### config.mk
export PLATFORM = sky130hd
export DESIGN_NAME = systolic_sequencer_2x2
export DESIGN_NICKNAME = d
export VERILOG_FILES = /design/src/rtl/tpu_pkg.sv /design/src/rtl/systolic_sequencer_2x2.sv
export SDC_FILE = /design/constraint.sdc
export NUM_CORES = 1
export LEC_CHECK = 0
export CAP_MARGIN = 20
export CORE_MARGIN = 4
export CORE_UTILIZATION = 35
export CTS_CLUSTER_SIZE = 40
export DETAILED_ROUTE_END_ITERATION = 6
export GPL_ROUTABILITY_DRIVEN = 0
export PLACE_DENSITY_LB_ADDON = 0.3
export SLEW_MARGIN = 25
export SYNTH_ARGS = -nofsm -noshare
export SYNTH_HDL_FRONTEND = slang
export SYNTH_SLANG_ARGS = --single-unit
### constraint.sdc
create_clock -name clk -period 2.85 [get_ports clk]
set_input_delay 0.285 -clock clk [delete_from_list [all_inputs] [get_ports clk]]
set_output_delay 0.285 -clock clk [all_outputs]
set_load 0.05 [all_outputs]
### src/rtl/tpu_pkg.sv
// Shared definitions for the 2x2 systolic array control path: sequencer
// state encoding, operand-select codes and accumulator width.
package tpu_pkg;

  typedef enum logic [2:0] {
    ST_IDLE    = 3'd0,
    ST_CLEAR   = 3'd1,
    ST_FEED0   = 3'd2,
    ST_FEED1   = 3'd3,
    ST_FEED2   = 3'd4,
    ST_DRAIN   = 3'd5,
    ST_CAPTURE = 3'd6
  } state_e;

  localparam logic [1:0] SEL_W0   = 2'd0;
  localparam logic [1:0] SEL_W1   = 2'd1;
  localparam logic [1:0] SEL_ZERO = 2'd2;

  localparam int ACC_W = 16;

endpackage

### src/rtl/systolic_sequencer_2x2.sv
// Job sequencer for the 2x2 systolic array: clear, three skewed feed cycles,
// drain, then capture of the accumulators behind a valid/ready result port.
module systolic_sequencer_2x2
  import tpu_pkg::*;
#(
  parameter int DRAIN_CYCLES = 2
) (
  input  logic                    clk,
  input  logic                    rst,
  input  logic                    start,
  input  logic                    transpose_req,
  input  logic                    relu_req,
  output logic                    start_ready,
  output logic                    busy,
  output logic                    clear,
  output logic                    data_valid,
  output logic [1:0]              a0_sel,
  output logic [1:0]              a1_sel,
  output logic [1:0]              b0_sel,
  output logic [1:0]              b1_sel,
  output logic                    transpose,
  output logic                    activation,
  input  logic signed [ACC_W-1:0] c00,
  input  logic signed [ACC_W-1:0] c01,
  input  logic signed [ACC_W-1:0] c10,
  input  logic signed [ACC_W-1:0] c11,
  output logic signed [ACC_W-1:0] res00,
  output logic signed [ACC_W-1:0] res01,
  output logic signed [ACC_W-1:0] res10,
  output logic signed [ACC_W-1:0] res11,
  output logic                    out_valid,
  input  logic                    out_ready
);

  localparam int CNT_W = (DRAIN_CYCLES < 2) ? 1 : $clog2(DRAIN_CYCLES);

  state_e                  state_q, state_d;
  logic [CNT_W-1:0]        cnt_q, cnt_d;
  logic                    transpose_q, transpose_d;
  logic                    activation_q, activation_d;
  logic                    out_valid_q, out_valid_d;
  logic signed [ACC_W-1:0] res00_q, res00_d;
  logic signed [ACC_W-1:0] res01_q, res01_d;
  logic signed [ACC_W-1:0] res10_q, res10_d;
  logic signed [ACC_W-1:0] res11_q, res11_d;

  assign start_ready = (state_q == ST_IDLE) && (!out_valid_q || out_ready);
  assign busy        = (state_q != ST_IDLE);

  always_comb begin
    state_d      = state_q;
    cnt_d        = cnt_q;
    transpose_d  = transpose_q;
    activation_d = activation_q;
    out_valid_d  = out_valid_q;
    res00_d      = res00_q;
    res01_d      = res01_q;
    res10_d      = res10_q;
    res11_d      = res11_q;
    clear        = 1'b0;
    data_valid   = 1'b0;
    a0_sel       = SEL_ZERO;
    a1_sel       = SEL_ZERO;
    b0_sel       = SEL_ZERO;
    b1_sel       = SEL_ZERO;

    if (out_valid_q && out_ready) out_valid_d = 1'b0;

    case (state_q)
      ST_IDLE: begin
        if (start && start_ready) begin
          state_d      = ST_CLEAR;
          transpose_d  = transpose_req;
          activation_d = relu_req;
        end
      end
      ST_CLEAR: begin
        clear   = 1'b1;
        state_d = ST_FEED0;
      end
      // Row/column 1 lag row/column 0 by one cycle to form the systolic skew.
      ST_FEED0: begin
        data_valid = 1'b1;
        a0_sel     = SEL_W0;
        b0_sel     = SEL_W0;
        state_d    = ST_FEED1;
      end
      ST_FEED1: begin
        data_valid = 1'b1;
        a0_sel     = SEL_W1;
        a1_sel     = SEL_W0;
        b0_sel     = SEL_W1;
        b1_sel     = SEL_W0;
        state_d    = ST_FEED2;
      end
      ST_FEED2: begin
        data_valid = 1'b1;
        a1_sel     = SEL_W1;
        b1_sel     = SEL_W1;
        cnt_d      = CNT_W'(DRAIN_CYCLES - 1);
        state_d    = ST_DRAIN;
      end
      // The CAPTURE cycle is the last drain cycle, so leave DRAIN as the
      // counter steps from 1 to 0.
      ST_DRAIN: begin
        cnt_d = cnt_q - 1'b1;
        if (cnt_q <= CNT_W'(1)) state_d = ST_CAPTURE;
      end
      ST_CAPTURE: begin
        res00_d     = c00;
        res01_d     = c01;
        res10_d     = c10;
        res11_d     = c11;
        out_valid_d = 1'b1;
        state_d     = ST_IDLE;
      end
      default: state_d = ST_IDLE;
    endcase
  end

  always_ff @(posedge clk) begin
    if (!rst) begin
      state_q      <= ST_IDLE;
      cnt_q        <= '0;
      transpose_q  <= 1'b0;
      activation_q <= 1'b0;
      out_valid_q  <= 1'b0;
      res00_q      <= '0;
      res01_q      <= '0;
      res10_q      <= '0;
      res11_q      <= '0;
    end else begin
      state_q      <= state_d;
      cnt_q        <= cnt_d;
      transpose_q  <= transpose_d;
      activation_q <= activation_d;
      out_valid_q  <= out_valid_d;
      res00_q      <= res00_d;
      res01_q      <= res01_d;
      res10_q      <= res10_d;
      res11_q      <= res11_d;
    end
  end

  assign transpose  = transpose_q;
  assign activation = activation_q;
  assign out_valid  = out_valid_q;
  assign res00      = res00_q;
  assign res01      = res01_q;
  assign res10      = res10_q;
  assign res11      = res11_q;

endmodule

==> results of run 1 <==
## state kept, by name, indices dropped and copies added, names as in the netlist
name        count
res00          16
activation      1
res11          16
res01          16
res10          16
out_valid       1
transpose       1
state_q         3
## final cells by class
cell class                      instances  area, sq um
Clock buffer                           10          128
Timing Repair Buffer                  154         1550
Clock inverter                          6         62.6
Fill cell                             747         3660
Sequential cell                        70         1400
Inverter                                2         7.51
Multi-Input combinational cell        218         1320
Tap cell                              105          131
## logic make-up after synthesis
kind of cell | Yosys count | synth area share
AO/OA/AOI/OAI | 68 | 0.216
AND/OR/NAND/NOR | 147 | 0.215
flip-flops | 70 | 0.469
multiplexers | 3 | 0.0101
buffers and inverters | 30 | 0.0897
## cell usage in the layout (no fill, tap or decap), types with 2 or more instances in the layout
cell type	instances
a21boi_0	5
a21boi_1	24
a21boi_2	36
and2_1	3
buf_12	2
buf_4	4
clkbuf_8	9
clkdlybuf4s50_1	147
clkinv_2	3
clkinv_4	2
dfxtp_1	70
inv_1	2
mux2i_1	3
nand2_1	112
nand2_2	20
nand2b_1	2
nor2b_1	2
## path summary, 6_finish.rpt
path,from,endpoint,slack (ns),cells past startpoint
max reg2reg,state_q[1],res00[8],1.11,4
min reg2reg,res10[3],res10[3],0.45,2
max,state_q[1],a0_sel[0],0.45,3
min,rst,res01[0],0.34,2
## layer usage
| metal | track usage | up-vias | part of all wire |
|---|---|---|---|
| li1 | - | 1284 | - |
| met4 | 0.0539 | 0 | 0.022 |
| met2 | 0.242 | 90 | 0.47 |
| met3 | 0.0612 | 13 | 0.091 |
| met5 | 0 | - | 0 |
| met1 | 0.176 | 1121 | 0.42 |
## power by group through the flow
stage	clock (uW)	sequential (uW)	combinational, uW
6_report	768	1010	381
5_1_grt	839	1010	401
4_1_cts	803	1010	382
3_5_place_dp	0	1030	379
3_3_place_gp	0	1030	379
2_1_floorplan	0	1050	195
## stage by stage
stage,power [uW],cell area (sq um),setup slack (ns),hold slack (ns),utilization
after floorplan,1250,2990,0.549,0.412,-
after global routing,2250,4600,0.322,0.333,0.557
after CTS,2190,4580,0.408,0.456,0.555
after detailed placement,1410,4390,0.772,0.446,0.532
after global placement,1410,4390,0.778,0.440,0.532
final,2160,4600,0.445,0.338,0.557
==> metrics.txt, run 1 <==
CTS HTree Levels 3; post-synthesis register bit count 70; part of the power in registers 0.467; share of cells above drive strength 1 0.178; post-synth top area share 0.469; Leak 0.00155 uW; largest net degree at the start of global routing 63; starting density of the core 0.362; CP peak stage delay ~0.84 ns; Inst Count DP 548; io pins 149; setup TNS 0 ns; Final min period 2.40 ns; CP Capture Type output pin; grt ovf 0; worst-margin pin slew 0.568 ns; die width around 100 um; CTS Buffer Depth 2; Psw 576 uW; asr flop ratio synth 0; critical path data arrival time 2.12 ns; status completed; Synth warnings 0; clock share of power 0.356; Die Span Y around 100 um; Root Driver clkbuf_8; TritonRoute pass-1 iters 4; final wirelength 7480 um; crit path launch type register; Site Rows 33; crit-path max FO 10; first-pass GRT wire length about 12,000 um; combinational fraction of design power 0.177; port bufs 148; RSZ-0062 raised after global routing false; area grow syn2layout 54.0%; Crit Path Category reg2out; Syn Std Cell Area ~3000 sq um; Reg clk slew, reported paths 0.08 ns; cts bufs inserted 9; Detailed Place HPWL around 5300 um; DRC Markers 0; main flop type after synthesis dfxtp_1; clk_skew between 0.008 and 0.009 ns; PD cells ~470 nW/um^2; post-CTS setup buffers 0; filler-free cell count of the finished design about 570; Net Count, Synth 388; Vias between 2,000 and 3,000; most common cell in the netlist nand2_1; Synth cell types 27; fmax approximately 420 MHz; Final Hold Fails 0; switching share of power 0.267; Int Pwr between 1500 and 2000 uW; Hold Crit Class in2reg; VDD IR max 0.279 mV; Final setup violation count 0; max_cap viols 0; initial antenna violation count 0; Worst Path Required 2.57 ns; PostCTS Resize Cnt 0; cell count after synthesis 318; Avg Cell Area, Syn roughly 9.4 sq um; CP bufs+invs 1; EDFF count, synth 0; Via-to-Cell Ratio between 4 and 5; antenna viol nets, final 0; slew margin rel. 0.621; crit path cell chain nor2b_1, and2_1, clkdlybuf4s50_1; largest cells by area after synthesis dfxtp_1 47%, nand2_1 14%, a21boi_2 14%; core region area 8260 sq um; Nets roughly 530; delay-heaviest family, CP buffers and inverters; CTS Hold Bufs 0; # clock sinks 70; Avg WL per Cell 13.2 um; Die Footprint approximately 10,000 sq um; clk_lat worst skew 0.33 ns; Antenna Cells 0; fin. max-slew vios 0; vias in the first global route roughly 2,600; Crit-path slowest cell clkdlybuf4s50_1; post-synth top area cell dfxtp_1; Tcrit/Tclk final 0.844; sequential-to-total area share from yosys stat 0.469; TritonCTS clock tree done; Post-synth top cells 112 x nand2_1, 70 x dfxtp_1, 36 x a21boi_2; GRT Total Usage 0.149; First DRT Iteration DRCs 68
(Power assumes the default switching activity.)
==> inputs of run 2 (changes only) <==
==> constraint.sdc (replaced) <==
create_clock -name clk -period 2.2 [get_ports clk]
set_input_delay 0.22 -clock clk [delete_from_list [all_inputs] [get_ports clk]]
set_output_delay 0.22 -clock clk [all_outputs]
set_load 0.05 [all_outputs]
==> metrics.txt, run 2 (same netlist as run 1, synthesis figures left out) <==
Worst Setup SP state_q[1] (unchanged); PD cells 635 nW/um^2 (was 469 nW/um^2); initial antenna violation count 0 (unchanged); post-CTS setup buffers 0 (unchanged); crit path launch type register (unchanged); Fin Hold WS 0.295 ns (was 0.338 ns); Via-to-Cell Ratio 4.45 (was 4.44); most common cell after layout, fill and taps aside clkdlybuf4s50_1 (unchanged); Tcrit/Tclk final 0.927; Avg WL per Cell 13.2 um (about the same); clock share of power 0.387 (was 0.356); critical path data arrival time 1.82 ns (was 2.12 ns); part of the power in registers 0.449 (was 0.467); TritonRoute pass-1 iters 5 (was 4); cts bufs inserted 9 (unchanged); Hold Crit Start rst (unchanged); Die Footprint 10,100 sq um (unchanged); share of cells above drive strength 1 0.190 (was 0.178); Leak 0.00158 uW (was 0.00155 uW); slew margin rel. 0.647 (was 0.621); DRC Markers 0 (unchanged); GRT Total Usage 0.149 (about the same); Root Driver clkbuf_8 (unchanged); Antenna Cells 0 (unchanged); final wirelength 7420 um (was 7480 um); worst-margin pin slew 0.528 ns (was 0.568 ns); TritonCTS clock tree done (unchanged); first-pass GRT wire length 12,000 um (about the same); CTS HTree Levels 3 (unchanged); Final Util 0.555 (was 0.557); antenna viol nets, final 0 (unchanged); Reg-to-Reg Start state_q[1] (unchanged); VDD IR max 0.363 mV (was 0.279 mV); starting density of the core 0.362 (unchanged); Int Pwr 2180 uW (was 1580 uW); die width 100 um (unchanged); crit-path max FO 10 (unchanged); Crit Path Category reg2out (unchanged); CTS Buffer Depth 2 (unchanged); R2R cell count 4 (unchanged); status completed (unchanged); RSZ-0062 raised after global routing false (unchanged); core region area 8260 sq um (unchanged); vias in the first global route 2,427 (was 2,571); Die Span Y 100 um (unchanged); Hold Crit Class in2reg (unchanged); Reg clk slew, reported paths 0.07 ns (was 0.08 ns); largest net degree at the start of global routing 52 (was 63); # clock sinks 70 (unchanged); Psw 730 uW (was 576 uW); commonest non-fill, non-tap cells in the layout 136 x clkdlybuf4s50_1, 112 x nand2_1, 70 x dfxtp_1 (was 147 x clkdlybuf4s50_1, 112 x nand2_1, 70 x dfxtp_1); Final Hold Fails 0 (unchanged); Hold Path Depth 2 (unchanged); Vias 2,508 (unchanged); grt ovf 0 (unchanged); max_cap viols 0 (unchanged); clk_skew 0.00817 ns (was 0.00862 ns); Worst Path Required 1.98 ns (was 2.57 ns); area grow syn2layout 53.5% (was 54.0%); port bufs 148 (unchanged); Site Rows 33 (unchanged); io pins 149 (unchanged); Final min period 2.04 ns; setup TNS 0 ns (unchanged); Detailed Place HPWL 5310 um (was 5280 um); combinational fraction of design power 0.165 (was 0.177); Final setup violation count 0 (unchanged); Nets 524 (was 525); switching share of power 0.251 (was 0.267); fmax 490 MHz; clk_lat worst skew 0.33 ns (about the same); fin. max-slew vios 0 (unchanged); CP Capture Type output pin (unchanged); First DRT Iteration DRCs 52 (was 68)
==> run 2: changes by cell type in the layout (fill, tap and decap cells not counted), sizes merged <==
| cell | before | now |
|---|---|---|
| dlygate4sd2 | 0 | 2 |
| clkbuf | 10 | 12 |
| clkdlybuf4s50 | 147 | 136 |
| bufinv | 1 | 2 |
| clkinv | 5 | 2 |
| dlymetal6s2s | 0 | 3 |
| buf | 7 | 12 |
==> run 2: repair_timing <==
item                                    4_1_cts  5_1_grt
endpoints found under the setup margin        2        3
endpoints found under the hold margin         0        0
hold buffers                                  0        0
resized for setup                             2        3
==> run 2: power by group through the flow <==
stage          Combinational [uW]  Clock, uW  Sequential [uW]
2_1_floorplan                 253          0             1360
3_3_place_gp                  484          0             1330
3_5_place_dp                  484          0             1340
4_1_cts                       486       1170             1310
5_1_grt                       504       1240             1310
6_report                      480       1130             1310
==> run 2: path summary, 6_finish.rpt <==
check,endpoint,slack (ns)
setup / recovery,busy,0.16
hold reg to reg,res11[2],0.45
setup reg to reg,res01[1],0.71
hold / removal,state_q[2],0.30
==> run 2: final cells by class <==
type | count | area [sq um]
fillers | 767 | 3670
repair buffers | 153 | 1500
flip-flops and latches | 70 | 1400
multi-input cells | 218 | 1330
clock buffers | 12 | 145
well taps | 105 | 131
clock inverters | 4 | 70.1
inverters | 2 | 7.51
==> run 2: routing by layer <==
metal	global-route usage	routed length [um]	share of wire
met3	0.0479	527	0.071
met5	0	0	0
met4	0.0653	97	0.013
met2	0.248	3730	0.50
met1	0.176	3060	0.41
==> run 2: worst max-delay path: stages, from the launching register on <==
cell and delay (ns):
dfxtp_1 0.49, nor3_1 0.12, inv_1 0.07, clkdlybuf4s50_1 0.80
==> run 2: per-stage QoR <==
| step | cell area (sq um) | instances | setup WS [ns] | total power (uW) |
|---|---|---|---|---|
| after floorplan | 2990 | 318 | 0.189 | 1610 |
| after global placement | 4370 | 548 | 0.408 | 1820 |
| after detailed placement | 4370 | 548 | 0.369 | 1820 |
| after CTS | 4580 | 564 | 0.0585 | 2960 |
| after global routing | 4590 | 564 | 0.0284 | 3050 |
| final | 4590 | 564 | 0.161 | 2910 |
==> inputs of run 3 (changes only) <==
--- a/config.mk
+++ b/config.mk
@@ -5,6 +5,7 @@
 export SDC_FILE = /design/constraint.sdc
 export NUM_CORES = 1
 export LEC_CHECK = 0
+export ABC_CLOCK_PERIOD_IN_PS = 2200
 export CAP_MARGIN = 20
 export CORE_MARGIN = 4
 export CORE_UTILIZATION = 35
==> results of run 3 <==
Same layout as run 2: the final DEF is identical, and so are final timing and power.
==> patch (config.mk and constraints of run 2) <==
Reset style: asynchronous (`rst`), changed in one clocked block.
--- a/src/rtl/systolic_sequencer_2x2.sv
+++ b/src/rtl/systolic_sequencer_2x2.sv
@@ -119,5 +119,5 @@
   end
 
-  always_ff @(posedge clk) begin
+  always_ff @(posedge clk or negedge rst) begin
     if (!rst) begin
       state_q      <= ST_IDLE;
Behaviour: differs if rst is asserted again (counterexample within 4 cycles, from zero or initial values and one cycle with rst low); with rst held inactive, the same outputs for 10 cycles.
==> patch against run 2 <==
Wire length fell by 9.9%; sequential cell count did not move; cell count fell by 24%; synthesized area fell by 3.2%; non-clock buffer count fell by 1; final area rose by 2.3%; worst setup slack got worse by 67 ps; global-route usage fell by 1.3 points; critical path type unchanged; largest cell class is now registers.
Power is left out: the tool's default activity adds up to more than one toggle a clock period on the data nets, which glitch-free logic cannot reach.
==> patch: results (changes against run 2) <==
## Outcome
• run status: complete, no violations, unchanged

## Clock network
• Skew-Pair Late Insertion Delay: 340 ps

## Synth
• most frequently used flop master after synthesis: sky130_fd_sc_hd__dfrtp_1, was sky130_fd_sc_hd__dfxtp_1
• synthesized netlist net count: 239, was 388
• proportion of register bits with asynchronous set or reset after synthesis: 100%, was 0%
• ranking of synthesized cells by area: sky130_fd_sc_hd__dfrtp_1 (61%), sky130_fd_sc_hd__mux2_4 (25%), sky130_fd_sc_hd__mux2_2 (6.6%), was sky130_fd_sc_hd__dfxtp_1 (47%), sky130_fd_sc_hd__nand2_1 (14%), sky130_fd_sc_hd__a21boi_2 (14%)
• compound-gate portion of the synthesized area: 0.693%, was 21.6%
• list of most frequent post-synthesis cells: sky130_fd_sc_hd__dfrtp_1 (70), sky130_fd_sc_hd__mux2_4 (49), sky130_fd_sc_hd__mux2_2 (17), sky130_fd_sc_hd__buf_6 (6), sky130_fd_sc_hd__nor2_1 (5), was sky130_fd_sc_hd__nand2_1 (112), sky130_fd_sc_hd__dfxtp_1 (70), sky130_fd_sc_hd__a21boi_2 (36), sky130_fd_sc_hd__a21boi_1 (24), sky130_fd_sc_hd__nand2_2 (20)
• number of unique standard cell types used by synthesis: 16, was 27
• multiplexer share of the synthesized area: 32.1%, was 1.01%

## Critical path
• FF-to-FF setup slack: 590 ps, was 710 ps
• Arr. time, crit path: 1890 ps, was 1820 ps
• maximum fanout along the worst path: 7, was 10
• endpoint of the worst-slack reg-to-reg timing path: res01[2], was res01[1]
• CP max stage cell: sky130_fd_sc_hd__clkdlybuf4s50_1, unchanged
• origin of the worst setup path: state_q[1], unchanged
• launching point of the worst reg2reg path: state_q[0], was state_q[1]

## Layout
• share of post-route cells with drive strength above 1: 30.1%, was 19.0%
• Nets: 391, was 524
• diodes inserted: 0, unchanged

## Detailed routing
• Iteration-0 DRC Markers: 20, was 52
• via/cell ratio: 4.52, was 4.45
• Detailed Routing Iterations Pass 1: 3, was 5
• average detailed-routed wire length per instance: 15.6 um, was 13.2 um

## Worst hold path
• path type of the worst min-delay path: in2async, was in2reg

## Placement
• Final HPWL DP: 4780 um, was 5310 um

## GRT
• largest net degree at the start of global routing: 71, was 52
• global-route wire length before repair: 10600 um, was 12000 um
• via count of the first global-routing pass: 2044, was 2427
• aggregate global-route resource usage: 13.6%, was 14.9%

## Timing
• headroom to the max-slew limit: 63.3%, was 64.7%
• clock skew: 7.31 ps, was 8.17 ps

-- patch: worst register-to-register path: stages (launching register included) --
cell	delay, ps
sky130_fd_sc_hd__dfrtp_1	420
sky130_fd_sc_hd__inv_1	150
sky130_fd_sc_hd__nand3_4	100
sky130_fd_sc_hd__buf_4	420
sky130_fd_sc_hd__mux2_2	410
-- patch: cell type report --
cell class	count	area [um^2]
clock inverter	4	76.3
fill	649	3190
sequential	70	1750
timing repair buffer	152	1520
tap	102	128
multi-input combinational	86	1050
clock buffer	12	165
inverter	2	7.51
-- patch: kinds of logic (layout without fill, tap and decap cells) --
logic type             count (synthesis)  count (layout)
AO/OA/AOI/OAI                          4               4
buffers and inverters                 13             170
flip-flops                            70              70
multiplexers                          66              66
AND/OR/NAND/NOR                       16              16
-- patch: repair_timing --
item	in CTS	in global routing
hold buffers	1	0
endpoints found under the hold margin	70	0
endpoints found under the setup margin	0	1
resized for setup	0	1
-- patch: metrics by stage --
step / worst slack [ps] / std cells / hold slack [ps] / area, um^2 / utilization, %
4_1_cts: 58.8 / 428 / 439 / 4690 / 59.5
2_1_floorplan: 26.5 / 169 / -75.6 / 2900 / -
3_3_place_gp: 468 / 411 / 277 / 4440 / 56.3
6_report: 93.5 / 428 / 416 / 4690 / 59.5
3_5_place_dp: 449 / 411 / 278 / 4440 / 56.3
5_1_grt: 9.13 / 428 / 458 / 4690 / 59.5
-- patch: per-layer routing --
layer	wire length [um]	GRT usage, %	vias up
met5	0	0	-
met4	54	2.84	0
met3	689	7.57	5
met2	3210	21.4	88
met1	2730	16.6	962
li1	-	-	880
-- patch: worst max path at each step --
stage	slack [ps]	end
2_1_floorplan	30	b1_sel[1]
3_3_place_gp	470	clear
3_5_place_dp	450	clear
4_1_cts	60	clear
5_1_grt	9	clear
6_report	90	clear
